===== src/rtl/fifo_frame_reader.sv =====
// fifo_frame_reader: pops WIDTH*HEIGHT pixels from a 1-cycle-latency FIFO and re-emits them as a framed valid/ready stream with checksum and starvation count
module fifo_frame_reader #(
  parameter int DWIDTH = 8,
  parameter int WIDTH  = 56,
  parameter int HEIGHT = 56,
  parameter int CSUM_W = 16,
  parameter int CNT_W  = 12
) (
  input  logic              clk,
  input  logic              resetn,
  input  logic              start,
  input  logic              fifo_empty,
  output logic              fifo_rdreq,
  input  logic [DWIDTH-1:0] fifo_q,
  output logic [DWIDTH-1:0] out_data,
  output logic              out_valid,
  input  logic              out_ready,
  output logic              out_sof,
  output logic              out_eol,
  output logic              out_eof,
  output logic              busy,
  output logic              frame_done,
  output logic [CSUM_W-1:0] checksum,
  output logic [15:0]       starve_cnt
);
  localparam int NPIX = WIDTH * HEIGHT;
  typedef enum logic [1:0] {IDLE, RUN, DRAIN, DONE} state_t;
  state_t state_q, state_d;
  logic [CNT_W-1:0] req_cnt_q, req_cnt_d, col_q, col_d, row_q, row_d;
  logic [DWIDTH-1:0] b0_q, b0_d, b1_q, b1_d;
  logic [1:0] cnt_q, cnt_d, kept;
  logic inflight_q, inflight_d;
  logic [CSUM_W-1:0] csum_q, csum_d;
  logic [15:0] starve_q, starve_d;
  logic pop, room, clr, last_col, last_row;
  logic [2:0] occ;
  always_comb begin
    pop = (cnt_q != 2'd0) & out_ready;
    occ = {1'b0, cnt_q} + {2'b0, inflight_q} - {2'b0, pop};
    room = (state_q == RUN) & (req_cnt_q < CNT_W'(NPIX)) & (occ < 3'd2);
    fifo_rdreq = room & !fifo_empty;
    clr = (state_q == IDLE) & start;
    last_col = col_q == CNT_W'(WIDTH - 1);
    last_row = row_q == CNT_W'(HEIGHT - 1);
    kept = cnt_q - {1'b0, pop};
    b0_d = (inflight_q & kept == 2'd0) ? fifo_q : pop ? b1_q : b0_q;
    b1_d = (inflight_q & kept != 2'd0) ? fifo_q : b1_q;
    cnt_d = kept + {1'b0, inflight_q};
    inflight_d = fifo_rdreq;
    req_cnt_d = clr ? '0 : req_cnt_q + CNT_W'(fifo_rdreq);
    col_d = clr ? '0 : pop ? (last_col ? '0 : col_q + 1'b1) : col_q;
    row_d = clr ? '0 : (pop & last_col) ? (last_row ? '0 : row_q + 1'b1) : row_q;
    csum_d = clr ? '0 : pop ? csum_q + CSUM_W'(b0_q) : csum_q;
    starve_d = clr ? '0 : (room & fifo_empty & starve_q != 16'hFFFF) ? starve_q + 16'd1 : starve_q;
    state_d = clr ? RUN :
              (state_q == RUN & fifo_rdreq & req_cnt_q == CNT_W'(NPIX - 1)) ? DRAIN :
              (state_q == DRAIN & pop & last_col & last_row) ? DONE :
              (state_q == DONE) ? IDLE : state_q;
  end
  always_ff @(posedge clk or negedge resetn) begin
    if (!resetn) begin
      state_q    <= IDLE;
      req_cnt_q  <= '0;
      col_q      <= '0;
      row_q      <= '0;
      b0_q       <= '0;
      b1_q       <= '0;
      cnt_q      <= '0;
      inflight_q <= 1'b0;
      csum_q     <= '0;
      starve_q   <= '0;
    end else begin
      state_q    <= state_d;
      req_cnt_q  <= req_cnt_d;
      col_q      <= col_d;
      row_q      <= row_d;
      b0_q       <= b0_d;
      b1_q       <= b1_d;
      cnt_q      <= cnt_d;
      inflight_q <= inflight_d;
      csum_q     <= csum_d;
      starve_q   <= starve_d;
    end
  end
  assign out_valid  = cnt_q != 2'd0;
  assign out_data   = b0_q;
  assign out_sof    = out_valid & col_q == '0 & row_q == '0;
  assign out_eol    = out_valid & last_col;
  assign out_eof    = out_eol & last_row;
  assign busy       = (state_q == RUN) | (state_q == DRAIN);
  assign frame_done = state_q == DONE;
  assign checksum   = csum_q;
  assign starve_cnt = starve_q;
  assert property (@(posedge clk) disable iff (!resetn) !(inflight_q && cnt_q == 2'd2 && !pop));
endmodule


===== config.mk =====
export PLATFORM = sky130hd
export DESIGN_NAME = fifo_frame_reader
export DESIGN_NICKNAME = d
export VERILOG_FILES = /design/src/rtl/fifo_frame_reader.sv
export SDC_FILE = /design/constraint.sdc
export NUM_CORES = 1
export LEC_CHECK = 0
export BUFFER_PORTS_ARGS = -buffer_cell sky130_fd_sc_hd__buf_2
export CORE_UTILIZATION = 63
export CTS_CLUSTER_DIAMETER = 40
export DETAILED_ROUTE_END_ITERATION = 10
export PLACE_DENSITY = 0.85
export SYNTH_ARGS = -nofsm -noshare
export SYNTH_HDL_FRONTEND = slang
export SYNTH_SLANG_ARGS = --single-unit

===== constraint.sdc =====
create_clock -name clk -period 7.7 [get_ports clk]
set_input_delay 1.54 -clock clk [delete_from_list [all_inputs] [get_ports clk]]
set_output_delay 1.54 -clock clk [all_outputs]
set_load 0.02 [all_outputs]

# After elaboration in Yosys (flattened, before gate mapping)
# Index checks and enable logic that the tools add are counted.
# word_totals
out_inout_bits	47
register_bits	89
# op_classes
muxes	17
n_lt_le_gt_ge	2
reduce_logical	12
addsub	9
n_bitwise	20
eq_ne	7
# ops
operator	n
$mux 12	7
$mux 16	4
$add 12x1->12 const B	2
$eq 12x6->1 const B	2
$logic_not 12->1	2
$and 1x1->1	19
$add 16x1->16 const B	1
$add 16x8->16	1
$mux 8	2
$ne 16x16->1 const B	1
$add 12x1->12	1
$eq 12x12->1 const B	1
$lt 12x12->1 const B	1
$reduce_bool 2->1	6
$mux 2	4
$eq 2x2->1 const B	2
$logic_not 2->1	2
$reduce_bool 4->1	1
$add 2x1->3	1
$lt 3x2->1 const B	1
$sub 3x1->3	1
$add 2x1->2	1
$eq 2x1->1 const B	1
$sub 2x1->2	1
other kinds (2)	2

# Logic depth before layout (Yosys ltp)
# Gate-level depths: netlist of the first run.
# logic_depth
depth_word	10
ltp_mapped	16
mapped_depth_nobuf	15

# Worst setup path before layout of the first run
# Ideal clock, no wire load.
# synth_timing
path_kind	input-to-output
from	input out_ready
to	output fifo_rdreq
cell_stages	10
t_required_ns	6.160
arrival_time_ns	3.623
setup_slack_ns	2.537
path_cell_list	o21ai_1 clkinv_1 clkbuf_1 ha_1 nand2b_1 fa_1 and2_1 nand2_1 nor2_1 o21a_1
# synth_via
elab_chain_cells	5
# synth_rtl
item	line_no	source
from (decl)	17	input logic out_ready,
$and 1x1->1	38	pop = (cnt_q != 2'd0) & out_ready;
$sub 3x1->3	39	occ = {1'b0, cnt_q} + {2'b0, inflight_q} - {2'b0, pop};
$lt 3x2->1	40	room = (state_q == RUN) & (req_cnt_q < CNT_W'(NPIX)) & (occ < 3'd2);
$and 1x1->1	40	
$and 1x1->1	41	fifo_rdreq = room & !fifo_empty;
to (decl)	13	output logic fifo_rdreq,
# Every way passes these cells.

# Worst setup path after layout of the first run
# Ends and elaborated chain as after synthesis.

==> results of run 1 <==
==> stage by stage <==
stage	worst slack [ps]	hold WS [ps]
global route	2160	529
floorplan	2540	446
finish	2340	515
global placement	2470	482
detailed placement	2380	497
CTS	2340	514
==> cell usage in the layout (no fill, tap or decap), types with 8 or more instances in the layout <==
cell,count
a21oi_1,20
a31oi_1,13
and2_1,8
and3_1,8
buf_2,58
clkbuf_8,9
dfrtp_1,89
ha_1,22
inv_1,22
mux2_2,8
nand2_1,64
nand3_1,25
nand4_1,22
nor2_1,62
nor3_1,16
nor4_1,12
o21ai_0,35
xnor2_1,22
xor2_1,11
==> worst max-delay path, delay by kind of cell <==
family	cells	cell delay [ps]
compound gates	2	280
xor+xnor	1	250
fa+ha+maj	2	670
buf+inv	4	740
simple gates	3	360
==> sequential cells by signal, summed over array words and instances (netlist names) <==
register and count:
checksum 16, out_data 8, col_q 12, req_cnt_q 12, cnt_q 2, inflight_q 1
b1_q 8, starve_cnt 16, row_q 12, state_q 2
==> metal layers <==
layer	wire length, µm	GRT usage
met5	0	0
met4	192	0.0939
met3	620	0.0494
met2	5690	0.485
met1	5040	0.385
==> layout make-up <==
class	instances	area [µm²]
flip-flops and latches	89	2230
well taps	102	128
fillers	587	2090
inverters	23	86.3
clock inverters	5	81.3
clock buffers	10	128
repair buffers	63	328
multi-input cells	419	2620
==> where the power goes <==
part | switching [mW] | total [mW] | internal, mW
registers | 0.113 | 0.688 | 0.575
clock network | 0.167 | 0.348 | 0.181
logic | 0.469 | 0.766 | 0.297
==> cell families (layout without fill, tap and decap cells) <==
group	count (synthesis)	in the layout	synth area share
compound gates	104	104	0.133
fa+ha+maj	24	24	0.0632
xor+xnor	33	33	0.0579
mux	11	11	0.0241
flops	89	89	0.446
simple gates	247	247	0.245
buf+inv	41	101	0.0308
==> how the worst max path moves through the flow <==
stage,startpoint,end,slack (ps)
6_report,out_ready,fifo_rdreq,2340
3_3_place_gp,out_ready,fifo_rdreq,2470
5_1_grt,out_ready,fifo_rdreq,2160
4_1_cts,out_ready,fifo_rdreq,2340
3_5_place_dp,out_ready,fifo_rdreq,2380
2_1_floorplan,out_ready,fifo_rdreq,2540
==> summary.txt, run 1 <==
DRC: 0
CP max stage delay: 390 ps
Post-Syn Area: 0.00499 mm²
commonest cells in the netlist: 89 x dfrtp_1, 64 x nand2_1, 62 x nor2_1
largest cells by area after synthesis: dfrtp_1 45%, ha_1 5.5%, nand2_1 4.8%, nor2_1 4.7%, xnor2_1 3.9%
count leader, synth: dfrtp_1
VDD IR max: 0.000257 V
fin cells: 711
R2R setup slack: 3910 ps
WP data arrival: 3820 ps
Worst Hold Depth: 1
Critical Path Fanout Max: 23
Post-synth EDFFs: 0
Worst-Margin Slew: 1150 ps
Seq/Total Area, Yosys: 0.446
drt total wl: 11500 µm
Reg2Reg Depth: 11
Clock Skews: 13.2 ps
Slowest-stage cell, CP: fa_1
Overflow after GRT: 0
wire length per cell: 16.2 µm
Hold Buf Count CTS: 0
Tcrit/Tclk final: 0.696
All-Layer GR Usage: 0.290
Sink Count: 89
Die Y: 91.0 µm
placed insts: 696
Critical Path Sink Type: primary output
Max Clk Rate: 187 MHz
Unique masters post-synth: 53
initial antenna violation count: 0
Crit path required time: 6160 ps
Post CTS Setup Buffer Count: 0
Core Rows: 32
CTS clk-pin slew, worst paths: 90 ps
gpl congestion: 0.918
status: finished clean
layout cells sized above 1: 0.158
io pins: 60
Hold Path Class: reg -> reg
Tmin final: 5360 ps
Area Growth Syn to Fin: 12.1%
pwr/cell area: 322 mW/mm²
total power: 1.80 mW
flops & latches, synth: 89
Die ar.: 0.00828 mm²
routed vias: 4382
maximum clock path buffer count: 2
placed cell area: 0.00539 mm²
first-pass GRT wire length: 19400 µm
Die X: 91.0 µm
HPWL after DPL: 7990 µm
vias per cell: 6.16
most frequent CP cell: buf_2
largest net degree at the start of global routing: 72
CTS tree: done
syn_nets: 586
core area: 0.00769 mm²
Pre-antenna DRT Iters: 5
Synth Flop Type: dfrtp_1
final design utilization: 0.728
top-area cell type share of the netlist area: 0.446
Slew Limit Fails: 0
Worst Hold Launch: b1_q[1]
fin nets: 642
Hold EP: b1_q[1]
Final Hold Viols: 0
Setup CP Type: in -> out
# diodes: 0
ys async rst share: 1.00
max_cap viols: 0
Iter 0 DRT Violations: 374
TNS Setup: 0 ps
final setup vio count: 0
leading area contributor after synthesis: dfrtp_1
CTS H-tree lvls: 3
cells along the critical path: buf_2, o21ai_1, buf_4, clkinv_1, ha_1, nand2b_1, fa_1, xnor2_1, nand2_1, nor2_1, o21a_1, buf_2
Mean Syn Cell Area: 9.09 µm²
Skew-Pair Late Insertion Delay: 360 ps
Max-slew headroom: 0.225
Leak: 2.58 nW
vias in the first global route: 4158
Starting Density: 0.649
Root Driver: clkbuf_8
unrepaired setup endpoints after global routing: no
Num CTS Buffers: 9
final instance area: 0.00559 mm²
Cells after Synth: 549
synthesis warning total: 0
post-CTS sizing: 0
antenna-violating nets left: 0
worst r2r src: cnt_q[1]
I/O Buffers: 59
RR Endpoint: starve_cnt[15]
Worst setup SP type: input port
(Power assumes the default switching activity.)
==> run 2: changes to the inputs <==
--- a/config.mk
+++ b/config.mk
@@ -5,11 +5,12 @@
 export SDC_FILE = /design/constraint.sdc
 export NUM_CORES = 1
 export LEC_CHECK = 0
+export ABC_AREA = 1
 export BUFFER_PORTS_ARGS = -buffer_cell sky130_fd_sc_hd__buf_2
-export CORE_UTILIZATION = 63
+export CORE_UTILIZATION = 54
 export CTS_CLUSTER_DIAMETER = 40
 export DETAILED_ROUTE_END_ITERATION = 10
-export PLACE_DENSITY = 0.85
+export PLACE_DENSITY = 0.77
 export SYNTH_ARGS = -nofsm -noshare
 export SYNTH_HDL_FRONTEND = slang
 export SYNTH_SLANG_ARGS = --single-unit
==> constraint.sdc (replaced) <==
create_clock -name clk -period 4.75 [get_ports clk]
set_input_delay 0.95 -clock clk [delete_from_list [all_inputs] [get_ports clk]]
set_output_delay 0.95 -clock clk [all_outputs]
set_load 0.02 [all_outputs]
==> run 2 against run 1 <==
Compared with the run above: clock power grew 100%; hold slack got worse by 26 ps; sequential power rose by 28%; non-clock buffer count shrank 1; setup slack got worse by 1400 ps; sequential share of layout area decreased by 3.3 points; sequential cell count unchanged; global-route usage decreased by 4.3 points; routed wire length grew 2.5%; die area grew 26%; largest cell class unchanged; highest routed layer unchanged.
==> summary.txt, run 2 <==
status: finished clean
initial antenna violation count: 0 (unchanged)
placed insts: 869 (+25%)
Setup CP Type: in -> out
Crit path required time: 3800 ps (-2360 ps)
Max Clk Rate: 259 MHz
R2R setup slack: 1240 ps (-2670 ps)
largest family of logic cells by synthesized area: simple AND/OR/NAND/NOR gates
Synth Area in Adders: 0.0580 (-0.00518)
Pre-antenna DRT Iters: 5 (unchanged)
Seq/Total Area, Yosys: 0.410 (-0.0366)
maximum clock path buffer count: 2 (unchanged)
first-pass GRT wire length: 20300 µm (+4.3%)
CTS tree: done
WP data arrival: 2910 ps (-910 ps)
Core Rows: 36 (+13%)
Worst Hold Depth: 2 (+1)
fill cell count: 853 (+45%)
Hold EP: b1_q[2]
fin nets: 784 (+22%)
top-area cell type share of the netlist area: 0.410 (-0.0366)
Die Y: 102 µm (+12%)
CTS H-tree lvls: 3 (unchanged)
fraction of synthesized area in multiplexers: 0 (-0.0241)
Critical Path Fanout Max: 4 (-83%)
commonest cells in the netlist: 158 x nand2_1, 89 x dfrtp_1, 86 x inv_1
post-CTS sizing: 0 (unchanged)
Sink Count: 89 (unchanged)
VDD IR max: 0.000224 V (-13%)
TNS Setup: 0 ps (unchanged)
worst r2r src: cnt_q[1]
HPWL after DPL: 8670 µm (+8.5%)
# diodes: 0 (unchanged)
Reg area: 0.00223 mm² (unchanged)
Reg2Reg Depth: 17 (+6)
drt total wl: 11800 µm (+2.5%)
Tmin final: 3860 ps
Synth Area in Simple Gates: 0.319 (+0.0734)
commonest non-fill, non-tap cell in the layout: nand2_1
Worst Hold Launch: b1_q[2]
Worst-Margin Slew: 826 ps (-322 ps)
Clock Skews: 15.4 ps (+2.21 ps)
Post-Place Setup Slack: 777 ps (-1600 ps)
Post-synth EDFFs: 0 (unchanged)
Slew Limit Fails: 0 (unchanged)
syn_nets: 725 (+24%)
Die X: 102 µm (+12%)
Root Driver: clkbuf_8
max_cap viols: 0 (unchanged)
Die ar.: 0.0105 mm² (+26%)
largest net degree at the start of global routing: 53 (-26%)
Leak: 3.21 nW (+24%)
flops & latches, synth: 89 (unchanged)
layout cells sized above 1: 0.161 (+0.00327)
Skew-Pair Late Insertion Delay: 370 ps (about the same)
vias per cell: 5.40 (-12%)
complex-gate fraction of the synthesized area: 0.105 (-0.0274)
commonest non-fill, non-tap cells in the layout: 158 x nand2_1, 89 x dfrtp_1, 86 x inv_1
synthesis warning total: 0 (unchanged)
XOR/XNOR Fraction of Synth Area: 0.0272 (-0.0308)
DRC: 0 (unchanged)
Overflow after GRT: 0 (unchanged)
Post-Syn Area: 0.00544 mm² (+8.9%)
Worst setup SP type: input port
Synth Flop Type: dfrtp_1
vias in the first global route: 4556 (+9.6%)
ys async rst share: 1.00 (unchanged)
core area: 0.00977 mm² (+27%)
I/O Buffers: 59 (unchanged)
count leader, synth: nand2_1
Iter 0 DRT Violations: 295 (-21%)
Hold Buf Count CTS: 0 (unchanged)
pwr/cell area: 332 mW/mm² (+3.1%)
Unique masters post-synth: 50 (-5.7%)
Max-slew headroom: 0.448 (+0.223)
io pins: 60 (unchanged)
Critical Path Sink Type: primary output
largest cells by area after synthesis: dfrtp_1 41%, nand2_1 11%, inv_1 5.9%, ha_1 5.1%, nand3_1 4.8%
All-Layer GR Usage: 0.247 (-0.0431)
Final Hold Viols: 0 (unchanged)
routed vias: 4775 (+9.0%)
leading area contributor after synthesis: dfrtp_1
fin cells: 885 (+24%)
Area Growth Syn to Fin: 12.2%
Num CTS Buffers: 9 (unchanged)
gpl congestion: 0.942 (+2.6%)
Post CTS Setup Buffer Count: 0 (unchanged)
multi-input logic area: 0.00277 mm² (+5.7%)
final setup vio count: 0 (unchanged)
wire length per cell: 13.4 µm (-18%)
Cells after Synth: 688 (+25%)
Mean Syn Cell Area: 7.90 µm² (-13%)
setup ws final: 890 ps (-1450 ps)
CTS clk-pin slew, worst paths: 70 ps (-20 ps)
antenna-violating nets left: 0 (unchanged)
Tcrit/Tclk final: 0.813
crit path launch: out_ready
Starting Density: 0.556 (-0.0931)
unrepaired setup endpoints after global routing: no
RR Endpoint: req_cnt_q[11]
Hold Path Class: reg -> reg
## run 2: changes by cell type after synthesis, sizes merged, moves of 10 or more
cell and change:
clkbuf -15, buf +11, nor4 -12, xnor2 -18, o21ai +14, o211ai +10
inv +69, nand2 +102, nor2 +10, a31oi -11, nand3 +31
## run 2: cells by family (layout without fill, tap and decap cells)
family	Yosys count	in the layout
XOR/XNOR	16	16
AND/OR/NAND/NOR	358	358
buffers and inverters	105	169
AO/OA/AOI/OAI	96	96
adder cells (fa/ha/maj)	24	24
flip-flops	89	89
## run 2: how the worst max path moves through the flow
stage / cells after the start / endpoint / slack, ps
finish: 11 / fifo_rdreq / 890
global route: 11 / fifo_rdreq / 790
CTS: 11 / fifo_rdreq / 880
detailed placement: 18 / req_cnt_q[11] / 780
global placement: 18 / req_cnt_q[11] / 890
floorplan: 18 / req_cnt_q[11] / 760
## run 2: through the flow
stage	instance area, µm²	util	hold WS [ps]	power [mW]
floorplan	5440	-	454	1.22
global placement	5820	0.596	469	1.31
detailed placement	5820	0.596	479	1.33
CTS	6100	0.624	498	2.04
global route	6100	0.624	527	2.13
finish	6100	0.624	489	2.03
## run 2: report_power, final
part	internal (mW)	leakage (nW)	switching, mW
Sequential	0.821	1.10	0.0622
Combinational	0.145	1.97	0.288
Clock	0.431	0.140	0.281
Total	1.40	3.21	0.631
## run 2: cell type report
class,count,share of cell area
multi-input cells,494,0.453
clock buffers,11,0.0248
inverters,91,0.0564
well taps,133,0.0273
flip-flops and latches,89,0.365
repair buffers,62,0.0525
clock inverters,5,0.0205
## run 2: layer usage
metal,wire length (µm),GRT usage,part of all wire
met5,0,0,0
met1,5220,0.315,0.44
met4,206,0.102,0.017
met3,542,0.0369,0.046
met2,5860,0.419,0.50
## run 2: critical path, stage by stage
cell and delay [ps]:
buf_2 140, inv_1 80, nor2_4 100, ha_1 220
or2_2 300, fa_1 500, nand3_2 90, nor2_4 120
nand3b_1 100, inv_1 120, buf_2 180
==> run 3: changes to the inputs <==
--- a/config.mk
+++ b/config.mk
@@ -5,9 +5,9 @@
 export SDC_FILE = /design/constraint.sdc
 export NUM_CORES = 1
 export LEC_CHECK = 0
-export ABC_AREA = 1
+export ABC_AREA = 0
 export BUFFER_PORTS_ARGS = -buffer_cell sky130_fd_sc_hd__buf_2
-export CORE_UTILIZATION = 54
+export CORE_UTILIZATION = 53
 export CTS_CLUSTER_DIAMETER = 40
 export DETAILED_ROUTE_END_ITERATION = 10
 export PLACE_DENSITY = 0.77
==> constraint.sdc (replaced) <==
create_clock -name clk -period 3.55 [get_ports clk]
set_input_delay 0.71 -clock clk [delete_from_list [all_inputs] [get_ports clk]]
set_output_delay 0.71 -clock clk [all_outputs]
set_load 0.02 [all_outputs]
==> run 3 against run 2 <==
Compared with the run above: non-clock buffer count up 8; cell area shrank 7.2%; sequential share of layout area up 2.8 points; critical endpoint unchanged; final cell count fell by 18%; hold slack worse by 26 ps; utilization down 0.82 points; first-iteration DRC count decreased by 9.2%; clock power is essentially flat; sequential cell count unchanged.
==> summary.txt, run 3 (synthesis results as in run 1) <==
status: finished clean
final instance area: 0.00566 mm² (-7.2%)
Die X: 99.0 µm (-3.2%)
fin nets: 649 (-17%)
Die Y: 99.0 µm (-3.2%)
Sink Count: 89 (unchanged)
Area Growth Syn to Fin: 13.5%
antenna-violating nets left: 0 (unchanged)
TNS Setup: 0 ps (unchanged)
maximum clock path buffer count: 2 (unchanged)
Iter 0 DRT Violations: 268 (-9.2%)
unrepaired setup endpoints after global routing: no
commonest non-fill, non-tap cell in the layout: dfrtp_1
Critical Path Sink Type: primary output
layout cells sized above 1: 0.179 (+0.0177)
fill cell count: 785 (-8.0%)
All-Layer GR Usage: 0.248 (+0.00100)
Starting Density: 0.543 (-0.0135)
Pre-antenna DRT Iters: 5 (unchanged)
VDD IR max: 0.000478 V (+110%)
routed vias: 4297 (-10%)
placed cell area: 0.00545 mm² (-6.4%)
Worst setup SP type: register
final setup vio count: 0 (unchanged)
setup ws final: 204 ps (-686 ps)
Tcrit/Tclk final: 0.943
Hold Path Class: in -> async
Worst-Margin Slew: 908 ps (+82.6 ps)
Die ar.: 0.00981 mm² (-6.3%)
Leak: 2.61 nW (-19%)
CTS clk-pin slew, worst paths: 100 ps (+30 ps)
Max-slew headroom: 0.394 (-0.0535)
Critical Path Fanout Max: 5 (+1)
I/O Buffers: 59 (unchanged)
vias per cell: 5.91 (+9.5%)
Core Rows: 35 (-2.8%)
Reg area: 0.00223 mm² (about the same)
Setup CP Type: reg -> out
core area: 0.00920 mm² (-5.9%)
max_cap viols: 0 (unchanged)
# diodes: 0 (unchanged)
vias in the first global route: 4186 (-8.1%)
gpl congestion: 0.891 (-5.4%)
Slew Limit Fails: 0 (unchanged)
pwr/cell area: 688 mW/mm² (+110%)
DRC: 0 (unchanged)
Num CTS Buffers: 9 (unchanged)
CTS H-tree lvls: 3 (unchanged)
WP data arrival: 2640 ps (-270 ps)
Root Driver: clkbuf_8
CTS tree: done
Skew-Pair Late Insertion Delay: 360 ps (about the same)
first-pass GRT wire length: 19400 µm (-4.3%)
largest net degree at the start of global routing: 72 (+36%)
Hold Buf Count CTS: 0 (unchanged)
Max Clk Rate: 299 MHz
Tmin final: 3350 ps
HPWL after DPL: 8070 µm (-7.0%)
commonest non-fill, non-tap cells in the layout: 88 x dfrtp_1, 64 x nand2_1, 61 x nor2_1
io pins: 60 (unchanged)
Post-Place Setup Slack: 3.70 ps (-774 ps)
drt total wl: 11500 µm (-3.1%)
Clock Skews: 13.6 ps (-1.81 ps)
Final Hold Viols: 0 (unchanged)
initial antenna violation count: 0 (unchanged)
Overflow after GRT: 0 (unchanged)
wire length per cell: 15.8 µm (+18%)
multi-input logic area: 0.00263 mm² (-4.8%)
Crit path required time: 2840 ps (-960 ps)
-- run 3: cell count changes in the layout (fill, tap and decap cells not counted), sizes merged, moves of 7 or more --
cell	change
nor2	-10
nor4	+12
and2	+7
xnor2	+18
o211ai	-10
nand4	-7
o21ai	-14
inv	-69
mux2	+8
a31oi	+11
buf	+8
nand3	-31
nand2	-102
-- run 3: layer usage --
layer	track usage	part of all wire	up-vias
li1	-	-	2098
met1	0.327	0.47	2087
met2	0.407	0.47	102
met3	0.0532	0.041	10
met4	0.0804	0.012	0
met5	0	0	-
-- run 3: where the power goes --
group          switching, mW  internal (mW)
Sequential             0.232           1.25
Combinational           1.03          0.676
Clock                  0.366          0.343
Total                   1.63           2.27
-- run 3: worst paths after layout --
path / slack, ps / depth (start not counted) / endpoint / startpoint
worst max-delay path: 200 / 10 / fifo_rdreq / cnt_q[0]
worst min-delay path: 460 / 1 / row_q[6] / resetn
worst max register to register: 380 / 13 / req_cnt_q[11] / cnt_q[0]
worst min register to register: 500 / 1 / row_q[11] / row_q[11]
max in group asynchronous: 2360 / 2 / req_cnt_q[1] / resetn
min in group clk: 500 / 1 / row_q[11] / row_q[11]
-- run 3: per-stage QoR --
step / instances / utilization / hold WS, ps / power, mW
finish: 727 / 0.616 / 464 / 3.89
detailed placement: 711 / 0.593 / 473 / 3.16
global placement: 711 / 0.593 / 486 / 3.10
floorplan: 549 / - / 414 / 2.68
CTS: 726 / 0.614 / 499 / 3.88
global route: 727 / 0.616 / 528 / 4.18
-- run 3: what timing repair did --
action,in CTS,in global routing
endpoints found under the setup margin,0,1
endpoints found under the hold margin,0,0
resized for setup,0,3
buffers inserted,0,1
-- run 3: final cells by class --
type / count / share of cell area
clock inverters: 4 / 0.00950
repair buffers: 70 / 0.0672
flip-flops and latches: 89 / 0.393
clock buffers: 11 / 0.0250
well taps: 111 / 0.0245
multi-input cells: 419 / 0.465
inverters: 23 / 0.0155
-- run 3: critical path: stages (launching register included) --
cell	delay [ps]
dfrtp_1	440
o21ai_2	190
clkinv_2	80
ha_1	260
nand2b_1	160
fa_1	480
and2_1	150
nand2_1	70
nor2_2	100
o21a_2	180
buf_2	170
